## src/rtl/rtc_pkg.sv

```systemverilog
// Shared state encoding, field limits and BCD / 12-hour helpers for the RTC core.
package rtc_pkg;

  typedef enum logic [2:0] {
    RUN    = 3'd0,
    SET_H  = 3'd1,
    SET_M  = 3'd2,
    SET_S  = 3'd3,
    SET_AH = 3'd4,
    SET_AM = 3'd5
  } rtc_state_t;

  localparam logic [5:0] HOUR_MAX   = 6'd23;
  localparam logic [5:0] MINSEC_MAX = 6'd59;

  function automatic logic [7:0] bin2bcd(input logic [5:0] v);
    return {4'(v / 6'd10), 4'(v % 6'd10)};
  endfunction

  // Returns {pm, hour12}; hour 0 shows as 12 AM, hour 12 as 12 PM.
  function automatic logic [6:0] to24_12(input logic [5:0] h);
    if (h == 6'd0)       return {1'b0, 6'd12};
    else if (h < 6'd12)  return {1'b0, h};
    else if (h == 6'd12) return {1'b1, 6'd12};
    else                 return {1'b1, h - 6'd12};
  endfunction

  function automatic logic [5:0] wrap_step(input logic [5:0] v, input logic [5:0] vmax,
                                           input logic up);
    if (up) return (v >= vmax) ? 6'd0 : v + 6'd1;
    else    return (v == 6'd0) ? vmax : v - 6'd1;
  endfunction

endpackage

```

## src/rtl/key_debounce.sv

```systemverilog
// Debouncer for one active-low raw key: synchronises the input and emits a single-cycle
// press pulse once the key has been stably low for DEB_CNT cycles.
module key_debounce #(
  parameter int DEB_CNT = 1_000_000
) (
  input  logic Clk,
  input  logic Reset_n,
  input  logic key_n,
  output logic press
);

  localparam int CW = (DEB_CNT > 1) ? $clog2(DEB_CNT) : 1;
  localparam logic [CW-1:0] RELOAD = CW'(DEB_CNT - 1);

  logic [1:0]    sync;
  logic          stable;
  logic [CW-1:0] cnt;

  // cnt counts down while the synchronised level differs from the accepted one;
  // any bounce back reloads it, so only an unbroken run is accepted.
  always_ff @(posedge Clk or negedge Reset_n) begin
    if (!Reset_n) begin
      sync   <= 2'b11;
      stable <= 1'b1;
      cnt    <= RELOAD;
      press  <= 1'b0;
    end else begin
      sync  <= {sync[0], key_n};
      press <= 1'b0;
      if (sync[1] == stable) begin
        cnt <= RELOAD;
      end else if (cnt == '0) begin
        stable <= sync[1];
        cnt    <= RELOAD;
        press  <= ~sync[1];
      end else begin
        cnt <= cnt - 1'b1;
      end
    end
  end

endmodule

```

## src/rtl/rtc_set_core.sv

```systemverilog
// Timekeeping core: seconds prescaler, HH:MM:SS counters, key-driven set FSM, 12/24 h display
// and blink mask. Defining RTC_ALARM_EN adds alarm set states and drives the Alarm output.
//
// state  | meaning
// RUN    | time advances on prescaler tick, inc/dec ignored
// SET_H  | editing hours, time frozen
// SET_M  | editing minutes, time frozen
// SET_S  | editing seconds, time frozen
// SET_AH | editing alarm hours (RTC_ALARM_EN only)
// SET_AM | editing alarm minutes (RTC_ALARM_EN only)
module rtc_set_core
  import rtc_pkg::*;
#(
  parameter int MCNT_S     = 50_000_000,
  parameter int DEB_CNT    = 1_000_000,
  parameter bit MODE24_RST = 1'b1,
  parameter int BLINK_DIV  = 25_000_000
) (
  input  logic        Clk,
  input  logic        Reset_n,
  input  logic [3:0]  Key,
  output logic [23:0] Disp_bcd,
  output logic [5:0]  Blink,
  output logic        Pm,
  output logic        Set_mode,
  output logic        Alarm
);

  localparam int PW = (MCNT_S > 1) ? $clog2(MCNT_S) : 1;
  localparam logic [PW-1:0] PRESC_TC = PW'(MCNT_S - 1);
  localparam int BW = (BLINK_DIV > 1) ? $clog2(BLINK_DIV) : 1;
  localparam logic [BW-1:0] BLINK_RELOAD = BW'(BLINK_DIV - 1);

  logic [3:0]    press;
  logic          p_mode, p_inc, p_dec, p_tog;
  rtc_state_t    state, state_adv;
  logic [PW-1:0] presc;
  logic [5:0]    hh, mm, ss;
  logic [5:0]    hh_nx, mm_nx, ss_nx;
  logic          mode24;
  logic [BW-1:0] blink_cnt;
  logic          blink_phase;
  logic          tick, adj;
  logic [5:0]    show_h, show_m, show_s, disp_h;
  logic [6:0]    hour12;
  logic          pm_nx;
  logic [5:0]    blink_mask;

  for (genvar i = 0; i < 4; i++) begin : g_deb
    key_debounce #(.DEB_CNT(DEB_CNT)) u_deb (
      .Clk    (Clk),
      .Reset_n(Reset_n),
      .key_n  (Key[i]),
      .press  (press[i])
    );
  end

  assign p_mode = press[3];
  assign p_inc  = press[2];
  assign p_dec  = press[1];
  assign p_tog  = press[0];

  always_comb begin
    tick  = (state == RUN) && (presc == PRESC_TC);
    adj   = (p_inc ^ p_dec) && !p_mode;
    ss_nx = ss;
    mm_nx = mm;
    hh_nx = hh;
    if (tick) begin
      ss_nx = wrap_step(ss, MINSEC_MAX, 1'b1);
      if (ss == MINSEC_MAX) begin
        mm_nx = wrap_step(mm, MINSEC_MAX, 1'b1);
        if (mm == MINSEC_MAX) hh_nx = wrap_step(hh, HOUR_MAX, 1'b1);
      end
    end
    case (state)
      RUN:     state_adv = SET_H;
      SET_H:   state_adv = SET_M;
      SET_M:   state_adv = SET_S;
`ifdef RTC_ALARM_EN
      SET_S:   state_adv = SET_AH;
      SET_AH:  state_adv = SET_AM;
`endif
      default: state_adv = RUN;
    endcase
  end

  // Prescaler is held at 0 outside RUN so the first second after leaving set mode is full.
  always_ff @(posedge Clk or negedge Reset_n) begin
    if (!Reset_n) begin
      state       <= RUN;
      presc       <= '0;
      hh          <= '0;
      mm          <= '0;
      ss          <= '0;
      mode24      <= MODE24_RST;
      blink_cnt   <= BLINK_RELOAD;
      blink_phase <= 1'b0;
    end else begin
      if (p_tog)  mode24 <= ~mode24;
      if (p_mode) state  <= state_adv;
      presc <= (state != RUN || tick) ? '0 : presc + 1'b1;
      hh <= hh_nx;
      mm <= mm_nx;
      ss <= ss_nx;
      if (adj) begin
        case (state)
          SET_H:   hh <= wrap_step(hh, HOUR_MAX, p_inc);
          SET_M:   mm <= wrap_step(mm, MINSEC_MAX, p_inc);
          SET_S:   ss <= wrap_step(ss, MINSEC_MAX, p_inc);
          default: ;
        endcase
      end
      if (p_mode) begin
        blink_cnt   <= BLINK_RELOAD;
        blink_phase <= 1'b0;
      end else if (blink_cnt == '0) begin
        blink_cnt   <= BLINK_RELOAD;
        blink_phase <= ~blink_phase;
      end else begin
        blink_cnt <= blink_cnt - 1'b1;
      end
    end
  end

`ifdef RTC_ALARM_EN
  logic [5:0] al_hh, al_mm, al_cnt;
  logic       al_on;
  logic       any_press;

  assign any_press = |press;

  // Alarm fires on the tick that lands on hh:mm:00 and lasts 60 ticks unless a key cancels it.
  always_ff @(posedge Clk or negedge Reset_n) begin
    if (!Reset_n) begin
      al_hh  <= '0;
      al_mm  <= '0;
      al_cnt <= '0;
      al_on  <= 1'b0;
    end else begin
      if (adj && state == SET_AH) al_hh <= wrap_step(al_hh, HOUR_MAX, p_inc);
      if (adj && state == SET_AM) al_mm <= wrap_step(al_mm, MINSEC_MAX, p_inc);
      if (tick && hh_nx == al_hh && mm_nx == al_mm && ss_nx == 6'd0) begin
        al_on  <= 1'b1;
        al_cnt <= 6'd59;
      end else if (al_on && any_press) begin
        al_on <= 1'b0;
      end else if (al_on && tick) begin
        if (al_cnt == '0) al_on <= 1'b0;
        else              al_cnt <= al_cnt - 1'b1;
      end
    end
  end

  assign Alarm = al_on;
`else
  assign Alarm = 1'b0;
`endif

  always_comb begin
    show_h = hh;
    show_m = mm;
    show_s = ss;
`ifdef RTC_ALARM_EN
    if (state == SET_AH || state == SET_AM) begin
      show_h = al_hh;
      show_m = al_mm;
      show_s = 6'd0;
    end
`endif
    hour12 = to24_12(show_h);
    if (mode24) begin
      disp_h = show_h;
      pm_nx  = 1'b0;
    end else begin
      disp_h = hour12[5:0];
      pm_nx  = hour12[6];
    end
    case (state)
      SET_H, SET_AH: blink_mask = 6'b110000;
      SET_M, SET_AM: blink_mask = 6'b001100;
      SET_S:         blink_mask = 6'b000011;
      default:       blink_mask = 6'b000000;
    endcase
  end

  always_ff @(posedge Clk or negedge Reset_n) begin
    if (!Reset_n) begin
      Disp_bcd <= MODE24_RST ? 24'h000000 : 24'h120000;
      Blink    <= '0;
      Pm       <= 1'b0;
      Set_mode <= 1'b0;
    end else begin
      Disp_bcd <= {bin2bcd(disp_h), bin2bcd(show_m), bin2bcd(show_s)};
      Blink    <= blink_mask & {6{blink_phase}};
      Pm       <= pm_nx;
      Set_mode <= (state != RUN);
    end
  end

endmodule

```

## config.mk

```make
export PLATFORM = sky130hd
export DESIGN_NAME = rtc_set_core
export DESIGN_NICKNAME = d
export VERILOG_FILES = /design/src/rtl/rtc_pkg.sv /design/src/rtl/key_debounce.sv /design/src/rtl/rtc_set_core.sv
export SDC_FILE = /design/constraint.sdc
export NUM_CORES = 1
export LEC_CHECK = 0
export ABC_AREA = 0
export CAP_MARGIN = 20
export CORE_ASPECT_RATIO = 1.4
export CORE_MARGIN = 3
export CORE_UTILIZATION = 30
export DETAILED_ROUTE_END_ITERATION = 7
export HOLD_SLACK_MARGIN = 0.15
export PLACE_DENSITY_LB_ADDON = 0.3
export SYNTH_ARGS = -nofsm -noshare
export SYNTH_HDL_FRONTEND = slang
export SYNTH_SLANG_ARGS = --single-unit
```

## constraint.sdc

```tcl
create_clock -name Clk -period 4.2 [get_ports Clk]
set_input_delay 0.63 -clock Clk [delete_from_list [all_inputs] [get_ports Clk]]
set_output_delay 0.63 -clock Clk [all_outputs]
set_load 0.005 [all_outputs]
```

---- Yosys cells after proc, flatten, opt, wreduce, memory -nomap -nowiden ----
Index checks and enable logic that the tools add are counted.
word-level totals
  word-level logic and storage cells ...... 146
  register bits after elaboration ......... 202
  input port bits ......................... 6
  output and inout port bits .............. 33
operators by class
  mux-type cells .......................... 49
  reduce and logical (&&, ||, !) cells .... 21
  bitwise operators ....................... 12
  equality and inequality tests ........... 13
  divide/modulo/power cells ............... 6
  $add $sub $neg .......................... 13
  $lt $le $gt $ge ......................... 4
operators by type and width
  operator                                                                number
  20-bit 2-to-1 mux                                                       8
  6-bit 2-to-1 mux                                                        23
  20-bit logical NOT                                                      4
  20-bit by 1-bit subtractor with 20-bit output (second input constant)   4
  25-bit 2-to-1 mux                                                       2
  26-bit by 1-bit adder with 26-bit output (second input constant)        1
  26-bit equality test (second input constant)                            1
  26-bit 2-to-1 mux                                                       1
  25-bit logical NOT                                                      1
  25-bit by 1-bit subtractor with 25-bit output (second input constant)   1
  6-bit by 1-bit adder with 6-bit output (second input constant)          3
  6-bit by 4-bit divider with 6-bit output (second input constant)        3
  6-bit logical NOT                                                       3
  6-bit by 4-bit modulo with 6-bit output (second input constant)         3
  6-bit one-hot mux with 3 select lines                                   1
  6-bit by 1-bit subtractor with 6-bit output (second input constant)     3
  7-bit 2-to-1 mux                                                        2
  6-bit equality test (second input constant)                             2
  6-bit >= comparator (second input constant)                             2
  1-bit 2-to-1 mux                                                        11
  1-bit inverter                                                          10
  2-bit AND reduction                                                     4
  6-bit AND                                                               1
  3-bit by 2-bit equality test with 1-bit output (second input constant)  2
  other kinds (16)                                                        22

---- Depth between registers and ports, before layout ----
Gate-level depths: netlist of the first run.
  depth in word-level cells ............... 7
  gate-level depth with buffers ........... 17

---- By module ----
A second synthesis of the first run with hierarchy kept.
second synthesis, totals
  cell total of the unflattened synthesis .. 1111
  area, all modules ....................... 11190.7 um2
modules (own cells, without submodules)
  module        seq. area each (um2)  instances  cells each  area an instance (um2)
  rtc_set_core  2499.9                1          659         6100.9
  key_debounce  619.3                 4          113         1272.5

---- Least setup slack after synthesis of the first run ----
OpenSTA, ideal clock, no wires.
  path kind ............................... register to register
  start ................................... register hh[2]
  end ..................................... register Disp_bcd[19]
  slack ................................... 0.793 ns
  arrival time ............................ 3.275 ns
  cell stages (with the launch flop) ...... 18
  cells stage by stage .................... dfrtp_1 > inv_1 > ha_1 > a2111o_1 > a21oi_1 > nor2_1 > inv_1 > mux2_2 > inv_1 > ha_1 > a2bb2oi_1 > a21oi_1 > o22ai_2 > xnor2_1 > ha_1 > inv_1 > o31ai_1 > xor2_1
on the way
  longest elaborated chain between the ends .. 6
  elaborated cells on any way between the ends .. 9
  those cells by class .................... 1 x add/sub; 1 x div; 1 x order compare; 1 x eq/ne; 4 x mux; 1 x reduce/logical
ends and longest elaborated chain
  item                                                                                                                  line                          text
  start: declaration                                                                                                    rtc_set_core.sv:38            logic [5:0] hh, mm, ss;
  start signal: assignment                                                                                              rtc_set_core.sv:103           hh <= hh_nx;
  start signal: assignment                                                                                              rtc_set_core.sv:108           SET_H: hh <= wrap_step(hh, HOUR_MAX, p_inc);
  6-bit by 4-bit subtractor with 6-bit output / 6-bit by 4-bit equality test with 1-bit output (equally long branches)  rtc_pkg.sv:25, rtc_pkg.sv:24
  6-bit 2-to-1 mux                                                                                                      rtc_pkg.sv:24                 else if (h == 6'd12) return {1'b1, 6'd12};
  7-bit 2-to-1 mux                                                                                                      rtc_pkg.sv:23                 else if (h < 6'd12) return {1'b0, h};
  7-bit 2-to-1 mux                                                                                                      rtc_pkg.sv:22                 if (h == 6'd0) return {1'b0, 6'd12};
  6-bit 2-to-1 mux (*)                                                                                                  rtc_set_core.sv:172           if (mode24) begin
  6-bit by 4-bit modulo with 6-bit output (*)                                                                           rtc_pkg.sv:17                 return {4'(v / 6'd10), 4'(v % 6'd10)};
  end signal: assignment                                                                                                rtc_set_core.sv:189           Disp_bcd <= MODE24_RST ? 24'h000000 : 24'h120000;
  end signal: assignment                                                                                                rtc_set_core.sv:194           Disp_bcd <= {bin2bcd(disp_h), bin2bcd(show_m), bin2bcd(show_s)};
  end: declaration                                                                                                      rtc_set_core.sv:22            output logic [23:0] Disp_bcd,
Mark *: on every way between the ends. The rest lies on a longest branch, timed or not.
A chain may end at the register's enable or synchronous reset.

---- Final worst setup path of the first run ----
  start ................................... register hh[0]
  end ..................................... register Disp_bcd[18]
The elaborated chain is that of the path after synthesis.

==> flow_metrics.py, run 1 <==
metrics = {
    "global_routing": {
        "antenna_found_initial": 0,
        "grt_pass1_wl_um": 35710,
        "grt-ovfl-total": 0,
        "grt_usage_pct": 11.64,
        "grt_start_max_net_pins": 114,
        "first_global_vias": 7554,
    },
    "pwr": {
        "pwr_density_cell_nw_per_um2": 307.8,
        "power.internal_mw": 2.771,
        "max-vdd-ir-drop_v": 0.0002178,
        "pwr-share-clk_pct": 45.1,
        "power.leakage_nw": 4.901,
        "power.switching_mw": 0.8644,
        "switching_share_pct": 23.78,
        "p_comb_share_pct": 2.3,
        "share_seq_of_total_power_pct": 52.7,
    },
    "sta": {
        "tightest_slew_ns": 0.9245,
        "min_period_ns": 3.815,
        "final-hold-violation-count": 0,
        "final_max_slew_viol_count": 0,
        "tns_ns": 0,
        "rsz0062_at_grt": "no",
        "finalSetupViolCount": 0,
        "min_period_over_period_pct": 90.84,
        "layout_setup_ws_ns": 0.3847,
        "clock_skew_ns": 0.01263,
        "maxSlewHeadroom_pct": 38.37,
        "fmax_ghz": 0.2621,
    },
    "floorplanning": {
        "initial_core_util_pct": 30.46,
        "rows": 80,
        "die_h_um": 226.6,
        "fp.coreArea_um2": 34230,
        "io_pins": 39,
        "die_w_um": 163.6,
        "dieArea_um2": 37070,
    },
    "worst_setup_path": {
        "cpMostUsedCell": "inv_1",
        "end_kind": "register",
        "critPathSlowestCell": "dfrtp_1",
        "worstPathMaxFanout": 8,
        "critPathMaxStageDelay_ns": 0.48,
        "critPathArrivalTime_ns": 4.18,
        "path_cells": "inv_1 -> ha_1 -> a2111o_1 -> a21oi_1 -> nor2_1 -> inv_1 -> mux2_2 -> inv_1 -> ha_1 -> a2bb2oi_1 -> a22oi_1 -> o22ai_2 -> mux2i_1 -> nor3_2 -> mux2i_1",
        "critPathBufInv": 3,
        "start_kind": "register",
        "cp.required_ns": 4.57,
        "cpLargestDelayFamily": "compound AO/OA/AOI/OAI gates",
        "worstSetupPathType": "register to register",
    },
    "logic_synthesis": {
        "yosys.area.top_type": "dfrtp_1",
        "yosysMostFrequentCell": "nor2_1",
        "avgSynthCellArea_um2": 9.559,
        "ys_ff_latch": 195,
        "seq_area_frac_synth_pct": 47.73,
        "synth-edff-count": 0,
        "synth_compound_area_share_pct": 7.930,
        "synth_area_um2": 10430,
        "synth_common_cells": "nor2_1, nand2_1, dfrtp_1",
        "synthMuxAreaShare_pct": 2.088,
        "synth_ff_type": "dfrtp_1",
        "async_flop_share_pct": 100.0,
        "synth_top_area_share_pct": 28.07,
        "ys.warnings.count": 0,
        "synth_area_leaders": "dfrtp_1, dfstp_2, xnor2_1, ha_1, nor2_1",
        "yosys.area_share.adder_pct": 5.039,
        "synth_xor_area_share_pct": 10.67,
        "synth_top_family_by_area": "simple AND/OR/NAND/NOR gates",
        "ys_types": 67,
        "synthSimpleGateAreaFrac_pct": 23.06,
        "syn_inst": 1091,
    },
    "worst_hold_path": {
        "worstHoldPathType": "input port to asynchronous set/reset pin",
    },
    "detailed_routing": {
        "drtAntennaViolNets": 0,
        "drt_pass1_iterations": 4,
        "routedWlPerCell_um": 12.75,
        "via_count": 7482,
        "wl_um": 20090,
        "drt_iter0_markers": 384,
        "viasPerCell": 4.747,
        "drc": 0,
    },
    "cells_and_area": {
        "regArea_um2": 4979,
        "drive_above_1_share_pct": 12.18,
        "diodes": 0,
        "syn2layout_area_growth_pct": 13.23,
        "fillers": 3498,
        "fin_nets": 1160,
        "fin_cells": 1576,
        "post-route-util_pct": 34.50,
        "multiInputGateArea_um2": 5102,
    },
    "run_status": {
        "status": "finished, final reports clean",
    },
    "clock_tree": {
        "cts_hold_buffers": 0,
        "root_buffer": "clkbuf_16",
        "htreeDepth": 4,
        "clockBufferDepth": 2,
        "postCtsSetupBuffers": 0,
        "cts_buffers": 17,
        "cts.clk_slew.worst_paths_ns": 0.08,
        "clock_latency_ns": 0.45,
        "tritoncts": "done",
        "clkSinkCount": 195,
    },
    "placed_design": {
        "dpl_worst_slack_ns": 0.3177,
        "dp_hpwl_um": 13940,
        "portBuffers": 34,
        "place.gp.congestion": 0.8469,
        "place_inst": 1544,
    },
    "job": {
        "cap_violations": 0,
    },
}
## cell type report
cell class	instances	share of cell area, %
clock buffers	17	3.602
clock inverters	15	1.388
inverters	44	1.399
multi-input cells	813	43.21
flip-flops and latches	195	42.16
well taps	451	4.779
repair buffers	41	3.465
## final timing paths
kind / from / to / slack, ns / depth (start not counted)
setup / recovery: hh[0] / Disp_bcd[18] / 0.38 / 15
max in group asynchronous: Reset_n / hh[2] / 2.99 / 2
hold reg to reg: g_deb[0].u_deb.sync[0] / g_deb[0].u_deb.sync[1] / 0.36 / 0
min in group Clk: g_deb[0].u_deb.sync[0] / g_deb[0].u_deb.sync[1] / 0.36 / 0
setup reg to reg: hh[0] / Disp_bcd[18] / 0.38 / 15
hold / removal: Reset_n / g_deb[0].u_deb.cnt[15] / 0.29 / 1
## sequential cells by signal, summed over array words and instances, names as in the netlist, 6 cells and up
register,count
blink_cnt,25
presc,26
Disp_bcd,21
g_deb.u_deb.sync,8
show_s,6
mm,6
g_deb.u_deb.cnt,80
hh,6
## cells by family (layout without fill, tap and decap cells)
logic type | count (synthesis) | in the layout
AO/OA/AOI/OAI | 132 | 132
other | 1 | 4
multiplexers | 21 | 21
adder cells (fa/ha/maj) | 42 | 42
buffers and inverters | 86 | 117
XOR/XNOR | 127 | 127
AND/OR/NAND/NOR | 487 | 487
flip-flops | 195 | 195
## cell usage in the layout, fill, tap and decap left out, types with 14 or more instances in the layout
cell type / n
o21ai_0: 44
dfstp_2: 78
a21oi_1: 32
nor3_1: 44
xor2_1: 46
xnor2_1: 81
inv_1: 44
nor2_1: 137
clkdlybuf4s50_1: 33
dfrtp_1: 116
nand3_1: 30
nor4_1: 24
mux2i_1: 15
or3_1: 15
ha_1: 42
clkbuf_16: 17
nand2_1: 135
nand2b_1: 14
## per-stage QoR
| stage | cell area, um2 | power [mW] | hold slack [ns] |
|---|---|---|---|
| 3_3_place_gp | 11220 | 2.034 | 0.3470 |
| 2_1_floorplan | 10440 | 1.981 | 0.3344 |
| 6_report | 11810 | 3.635 | 0.2873 |
| 5_1_grt | 11810 | 3.797 | 0.3639 |
| 3_5_place_dp | 11220 | 2.036 | 0.3468 |
| 4_1_cts | 11810 | 3.712 | 0.3361 |
## timing repair
action | 4_1_cts | 5_1_grt
hold endpoints to repair | 0 | 0
setup endpoints to repair | 0 | 2
gates resized for setup | 0 | 1
## worst reg2reg max path: cells and delay by family (launching register included)
| kind | cells | cell delay (ns) |
|---|---|---|
| AO/OA/AOI/OAI | 5 | 1.38 |
| buffers and inverters | 3 | 0.40 |
| adder cells (fa/ha/maj) | 2 | 0.47 |
| flip-flops | 1 | 0.48 |
| AND/OR/NAND/NOR | 2 | 0.44 |
| multiplexers | 3 | 0.58 |
## power by group through the flow
stage / clock, mW / combinational (mW) / sequential, mW
2_1_floorplan: 0 / 0.0355 / 1.95
3_3_place_gp: 0 / 0.0867 / 1.95
3_5_place_dp: 0 / 0.0876 / 1.95
4_1_cts: 1.71 / 0.0877 / 1.91
5_1_grt: 1.78 / 0.0982 / 1.92
6_report: 1.64 / 0.0818 / 1.91
## metal layers
layer	share of wire (%)	track usage, %
met5	0	0
met4	2.7	5.269
met3	2.8	2.339
met2	51	20.47
met1	44	13.63
(Power assumes the default switching activity.)
==> run 2, diff against run 1 <==
--- a/config.mk
+++ b/config.mk
@@ -12,7 +12,7 @@
 export CORE_UTILIZATION = 30
 export DETAILED_ROUTE_END_ITERATION = 7
 export HOLD_SLACK_MARGIN = 0.15
-export PLACE_DENSITY_LB_ADDON = 0.3
+export PLACE_DENSITY_LB_ADDON = 0.25
 export SYNTH_ARGS = -nofsm -noshare
 export SYNTH_HDL_FRONTEND = slang
 export SYNTH_SLANG_ARGS = --single-unit
==> run 2 against run 1 <==
Against the previous run: worst setup slack improved by 0.041 ns; non-clock buffer count grew 1; largest power group unchanged; sequential share of layout area down 0.10 points; die area unchanged; highest routed layer unchanged; worst hold slack worse by 0.034 ns; core utilization increased by 0.077 points; sequential power hardly changed; combinational power rose by 2%.
==> flow_metrics.py, run 2 (synthesized netlist as in run 1, its figures left out) <==
metrics = {
    "floorplanning": {
        "initial_core_util_pct": 30.46,
        "rows": 80,
        "fp.coreArea_um2": 34230,
        "io_pins": 39,
        "die_w_um": 163.6,
        "dieArea_um2": 37070,
        "die_h_um": 226.6,
    },
    "detailed_routing": {
        "drtAntennaViolNets": 0,
        "drt_iter0_markers": 373,
        "drt_pass1_iterations": 4,
        "drc": 0,
        "viasPerCell": 4.765,
        "wl_um": 20830,
        "routedWlPerCell_um": 13.21,
        "via_count": 7515,
    },
    "cells_and_area": {
        "syn2layout_area_growth_pct": 13.49,
        "top_register": "g_deb.u_deb.cnt",
        "drive_above_1_share_pct": 12.17,
        "fin_nets": 1161,
        "mostFrequentLayoutCells": "nor2_1, nand2_1, dfrtp_1, xnor2_1, dfstp_2",
        "diodes": 0,
        "top_regs": "g_deb.u_deb.cnt x80, presc x26, blink_cnt x25",
        "largest_reg_flops": 80,
        "fin_cells": 1577,
        "final_common_cell": "nor2_1",
    },
    "clock_tree": {
        "tritoncts": "done",
        "ctsResizeCount": 0,
        "cts_buffers": 17,
        "clkSinkCount": 195,
        "htreeDepth": 4,
        "clockBufferDepth": 2,
        "clock_latency_ns": 0.44,
        "cts_hold_buffers": 0,
        "root_buffer": "clkbuf_16",
        "postCtsSetupBuffers": 0,
        "cts.clk_slew.worst_paths_ns": 0.07,
    },
    "worst_setup_path": {
        "r2r_slack_ns": 0.43,
        "worstPathMaxFanout": 8,
        "critPathArrivalTime_ns": 4.14,
        "start_kind": "register",
        "worstSetupPathType": "register to register",
        "end_kind": "register",
        "cp.required_ns": 4.56,
    },
    "global_routing": {
        "grt-ovfl-total": 0,
        "first_global_vias": 7707,
        "met2_usage_pct": 21.71,
        "grt_pass1_wl_um": 36680,
        "busiest_layer": "met2",
        "grt_use_met1_pct": 13.96,
        "grt_start_max_net_pins": 103,
        "antenna_found_initial": 0,
        "grt_usage_pct": 12.06,
        "met3_usage_pct": 2.339,
    },
    "sta": {
        "tns_ns": 0,
        "clock_skew_ns": 0.01019,
        "maxSlewHeadroom_pct": 39.62,
        "tightest_slew_ns": 0.9057,
        "min_period_ns": 3.775,
        "finalSetupViolCount": 0,
        "min_period_over_period_pct": 89.87,
        "final_max_slew_viol_count": 0,
        "final-hold-violation-count": 0,
        "fmax_ghz": 0.2649,
        "rsz0062_at_grt": "no",
    },
    "pwr": {
        "pwr_density_cell_nw_per_um2": 313.8,
        "max-vdd-ir-drop_v": 0.0001995,
        "power_mw": 3.713,
        "power.leakage_nw": 4.922,
    },
    "job": {
        "cap_violations": 0,
    },
    "placed_design": {
        "portBuffers": 34,
        "place.gp.congestion": 0.8269,
        "dp_hpwl_um": 14340,
        "place_inst": 1545,
    },
    "worst_hold_path": {
        "worstHoldPathType": "input port to asynchronous set/reset pin",
    },
    "run_status": {
        "status": "finished, final reports clean",
    },
}
run 2: changes by cell type in the layout (fill, tap and decap cells not counted), moves of 2 or more:
cell | before | now
buf_4 | 6 | 8
inv_6 | 5 | 1
clkinv_4 | 1 | 3
clkbuf_1 | 0 | 2
clkinvlp_4 | 2 | 0
inv_8 | 4 | 1
clkbuf_8 | 1 | 3
bufinv_16 | 1 | 3
clkinv_2 | 1 | 3
run 2: layout make-up:
cell class,count,area (um2)
Timing Repair Buffer,42,404.1
Inverter,44,165.2
Sequential cell,195,4977
Clock inverter,11,151.4
Clock buffer,21,460.4
Tap cell,451,564.3
Multi-Input combinational cell,813,5112
Fill cell,3581,22400
run 2: metrics by stage:
step / utilization [%] / instance area (um2) / hold slack, ns / setup WS [ns]
global placement: 32.76 / 11210 / 0.3463 / 0.4228
global route: 34.57 / 11840 / 0.3527 / 0.07234
finish: 34.57 / 11840 / 0.2529 / 0.4253
detailed placement: 32.76 / 11210 / 0.3478 / 0.3183
CTS: 34.54 / 11830 / 0.3278 / 0.2971
floorplan: - / 10440 / 0.3344 / 0.7933
run 2: path summary, 6_finish.rpt:
kind                            cells after the start                     end                    from
worst max-delay path                               15            Disp_bcd[18]                   hh[2]
worst min-delay path                                1  g_deb[0].u_deb.cnt[10]                 Reset_n
worst max register to register                     15            Disp_bcd[18]                   hh[2]
worst min register to register                      0  g_deb[1].u_deb.sync[1]  g_deb[1].u_deb.sync[0]
max in group asynchronous                           2           blink_cnt[14]                 Reset_n
min in group Clk                                    0  g_deb[1].u_deb.sync[1]  g_deb[1].u_deb.sync[0]
run 2: routing by layer:
metal,up-vias,wire length [um]
li1,3752,-
met1,3658,9199
met2,74,10700
met3,31,431
met4,0,505
met5,-,0
run 2: power breakdown:
part           switching (mW)  internal [mW]  leakage [nW]
Sequential             0.0105           1.90          2.42
Combinational          0.0638         0.0197          2.19
Clock                   0.740          0.975         0.303
Total                   0.814           2.90          4.92
run 2: critical path, cell delays in order (launching register included):
cell	delay (ns)
dfrtp_1	0.49
inv_1	0.17
ha_1	0.28
a2111o_1	0.45
a21oi_2	0.19
nor2_1	0.11
inv_1	0.20
mux2_2	0.37
inv_1	0.10
ha_1	0.17
a2bb2oi_2	0.08
a22oi_1	0.23
o22ai_2	0.16
mux2i_1	0.17
nor3_2	0.31
mux2i_1	0.21
==> run 3, diff against run 2 <==
--- a/config.mk
+++ b/config.mk
@@ -7,6 +7,8 @@
 export LEC_CHECK = 0
 export ABC_AREA = 0
 export CAP_MARGIN = 20
+export CELL_PAD_IN_SITES_DETAIL_PLACEMENT = 2
+export CELL_PAD_IN_SITES_GLOBAL_PLACEMENT = 2
 export CORE_ASPECT_RATIO = 1.4
 export CORE_MARGIN = 3
 export CORE_UTILIZATION = 30
==> run 3 against run 2 <==
Against the previous run: first-iteration DRC count fell by 51%; sequential cell count unchanged; count of clock-buffer cells in the layout decreased by 4; fmax down 3.9%; clock skew rose by 0.0038 ns; core utilization up 0.14 points; sequential power barely moved; register-to-register slack worse by 0.15 ns; combinational power rose by 2.9%; global-route usage up 2.7 points; critical endpoint is now Disp_bcd[19].
==> flow_metrics.py, run 3 (synthesized netlist as in run 1, its figures left out) <==
metrics = {
    "run_status": {
        "status": "finished, final reports clean",
    },
    "sta": {
        "tns_ns": 0,
        "clock_skew_ns": 0.01402,
        "final_max_slew_viol_count": 0,
        "min_period_over_period_pct": 93.51,
        "min_period_ns": 3.927,
        "tightest_slew_ns": 0.8339,
        "holdWs_ns": 0.1619,
        "layout_setup_ws_ns": 0.2727,
        "maxSlewHeadroom_pct": 44.28,
        "fmax_ghz": 0.2546,
        "final-hold-violation-count": 0,
        "finalSetupViolCount": 0,
    },
    "global_routing": {
        "first_global_vias": 8661,
        "grt-ovfl-total": 0,
        "met2_usage_pct": 27.55,
        "met3_usage_pct": 1.901,
        "busiest_layer": "met2",
        "grt_start_max_net_pins": 69,
        "grt_use_met1_pct": 17.32,
        "antenna_found_initial": 0,
        "grt_usage_pct": 14.76,
        "grt_pass1_wl_um": 44210,
    },
    "cells_and_area": {
        "final_common_cell": "nor2_1",
        "syn2layout_area_growth_pct": 13.94,
        "fillers": 3769,
        "mostFrequentLayoutCells": "nor2_1, nand2_1, dfrtp_1, xnor2_1, dfstp_2",
        "fin_nets": 1165,
        "largest_reg_flops": 80,
        "top_regs": "g_deb.u_deb.cnt x80, presc x26, blink_cnt x25",
        "top_register": "g_deb.u_deb.cnt",
        "fin_cells": 1581,
        "diodes": 0,
        "drive_above_1_share_pct": 12.65,
    },
    "clock_tree": {
        "cts_buffers": 17,
        "clkSinkCount": 195,
        "tritoncts": "done",
        "cts_hold_buffers": 0,
        "cts.clk_slew.worst_paths_ns": 0.08,
        "clock_latency_ns": 0.45,
        "htreeDepth": 4,
        "clockBufferDepth": 2,
        "root_buffer": "clkbuf_16",
    },
    "floorplanning": {
        "die_w_um": 163.6,
        "io_pins": 39,
        "initial_core_util_pct": 30.46,
        "dieArea_um2": 37070,
        "fp.coreArea_um2": 34230,
        "rows": 80,
        "die_h_um": 226.6,
    },
    "pwr": {
        "p_comb_share_pct": 2.3,
        "pwr-share-clk_pct": 46.3,
        "pwr_density_cell_nw_per_um2": 313.8,
        "max-vdd-ir-drop_v": 0.0001533,
        "power.internal_mw": 2.829,
        "switching_share_pct": 24.13,
        "share_seq_of_total_power_pct": 51.4,
        "power.switching_mw": 0.9000,
        "power.leakage_nw": 4.930,
    },
    "detailed_routing": {
        "viasPerCell": 4.942,
        "drc": 0,
        "drtAntennaViolNets": 0,
        "via_count": 7813,
        "drt_iter0_markers": 182,
        "wl_um": 25410,
        "drt_pass1_iterations": 4,
        "routedWlPerCell_um": 16.07,
    },
    "worst_setup_path": {
        "r2r_slack_ns": 0.27,
        "end_kind": "register",
        "critPathArrivalTime_ns": 4.25,
        "start_kind": "register",
        "worstSetupPathType": "register to register",
        "cp.required_ns": 4.52,
        "worstPathMaxFanout": 6,
    },
    "placed_design": {
        "dp_hpwl_um": 17920,
        "dpl_worst_slack_ns": 0.1519,
        "place_inst": 1548,
        "place.gp.congestion": 0.7750,
        "portBuffers": 34,
    },
    "job": {
        "cap_violations": 0,
    },
    "worst_hold_path": {
        "worstHoldPathType": "input port to asynchronous set/reset pin",
    },
}
-- run 3: changes by cell type in the layout (fill, tap and decap cells not counted), moves of 2 or more --
cell        before  now
clkbuf_1         2    0
clkinv_2         3    0
clkbuf_8         3    1
clkinv_4         3    1
clkinvlp_4       0    5
clkinv_8         0    4
buf_4            8   11
-- run 3: layout make-up --
type                    instances  area (um2)  area share [%]
inverters                      44       165.2           1.390
well taps                     451       564.3           4.749
clock buffers                  17       425.4           3.580
repair buffers                 46       446.7           3.759
clock inverters                15       200.2           1.685
flip-flops and latches        195        4979           41.90
multi-input cells             813        5102           42.94
-- run 3: final timing paths --
path                                             start                     end  depth (start not counted)
max in group asynchronous                      Reset_n   g_deb[0].u_deb.cnt[5]                          2
worst min-delay path                           Reset_n   g_deb[1].u_deb.cnt[6]                          1
min in group Clk                g_deb[0].u_deb.sync[0]  g_deb[0].u_deb.sync[1]                          0
worst min register to register  g_deb[0].u_deb.sync[0]  g_deb[0].u_deb.sync[1]                          0
worst max-delay path                             hh[3]            Disp_bcd[19]                         17
worst max register to register                   hh[3]            Disp_bcd[19]                         17
-- run 3: critical path, cell delays in order (launching register included) --
cell and delay, ns:
dfrtp_1 0.45, inv_1 0.17, ha_1 0.29, a2111o_1 0.45
a21oi_1 0.25, nor2_1 0.14, inv_2 0.15, mux2_2 0.18
inv_1 0.07, ha_1 0.20, a2bb2oi_1 0.32, a22oi_1 0.18
o22ai_2 0.32, xnor2_1 0.14, ha_1 0.20, inv_1 0.05
o31ai_1 0.07, xor2_1 0.17
-- run 3: power by group through the flow --
stage / Clock (mW) / Sequential [mW] / Combinational, mW
floorplan: 0 / 1.95 / 0.0355
global placement: 0 / 1.95 / 0.0907
detailed placement: 0 / 1.95 / 0.0924
CTS: 1.82 / 1.92 / 0.0929
global route: 1.87 / 1.92 / 0.103
finish: 1.73 / 1.91 / 0.0859
-- run 3: routing by layer --
metal	share of wire, %	routed length (um)	vias to the layer above
met5	0	0	-
met4	1.8	445	0
met3	1.4	368	27
met2	54	13840	55
met1	42	10750	3981
li1	-	-	3750
-- run 3: timing repair --
item,4_1_cts,5_1_grt
gates resized for setup,0,2
endpoints found under the setup margin,0,4
endpoints found under the hold margin,0,0
buffers inserted,0,1
-- run 3: metrics by stage --
step | instance area (um2) | utilization, % | power (mW)
after floorplan | 10440 | - | 1.981
after global placement | 11250 | 32.86 | 2.039
after detailed placement | 11250 | 32.86 | 2.041
after CTS | 11870 | 34.69 | 3.825
after global routing | 11880 | 34.71 | 3.892
final | 11880 | 34.71 | 3.729
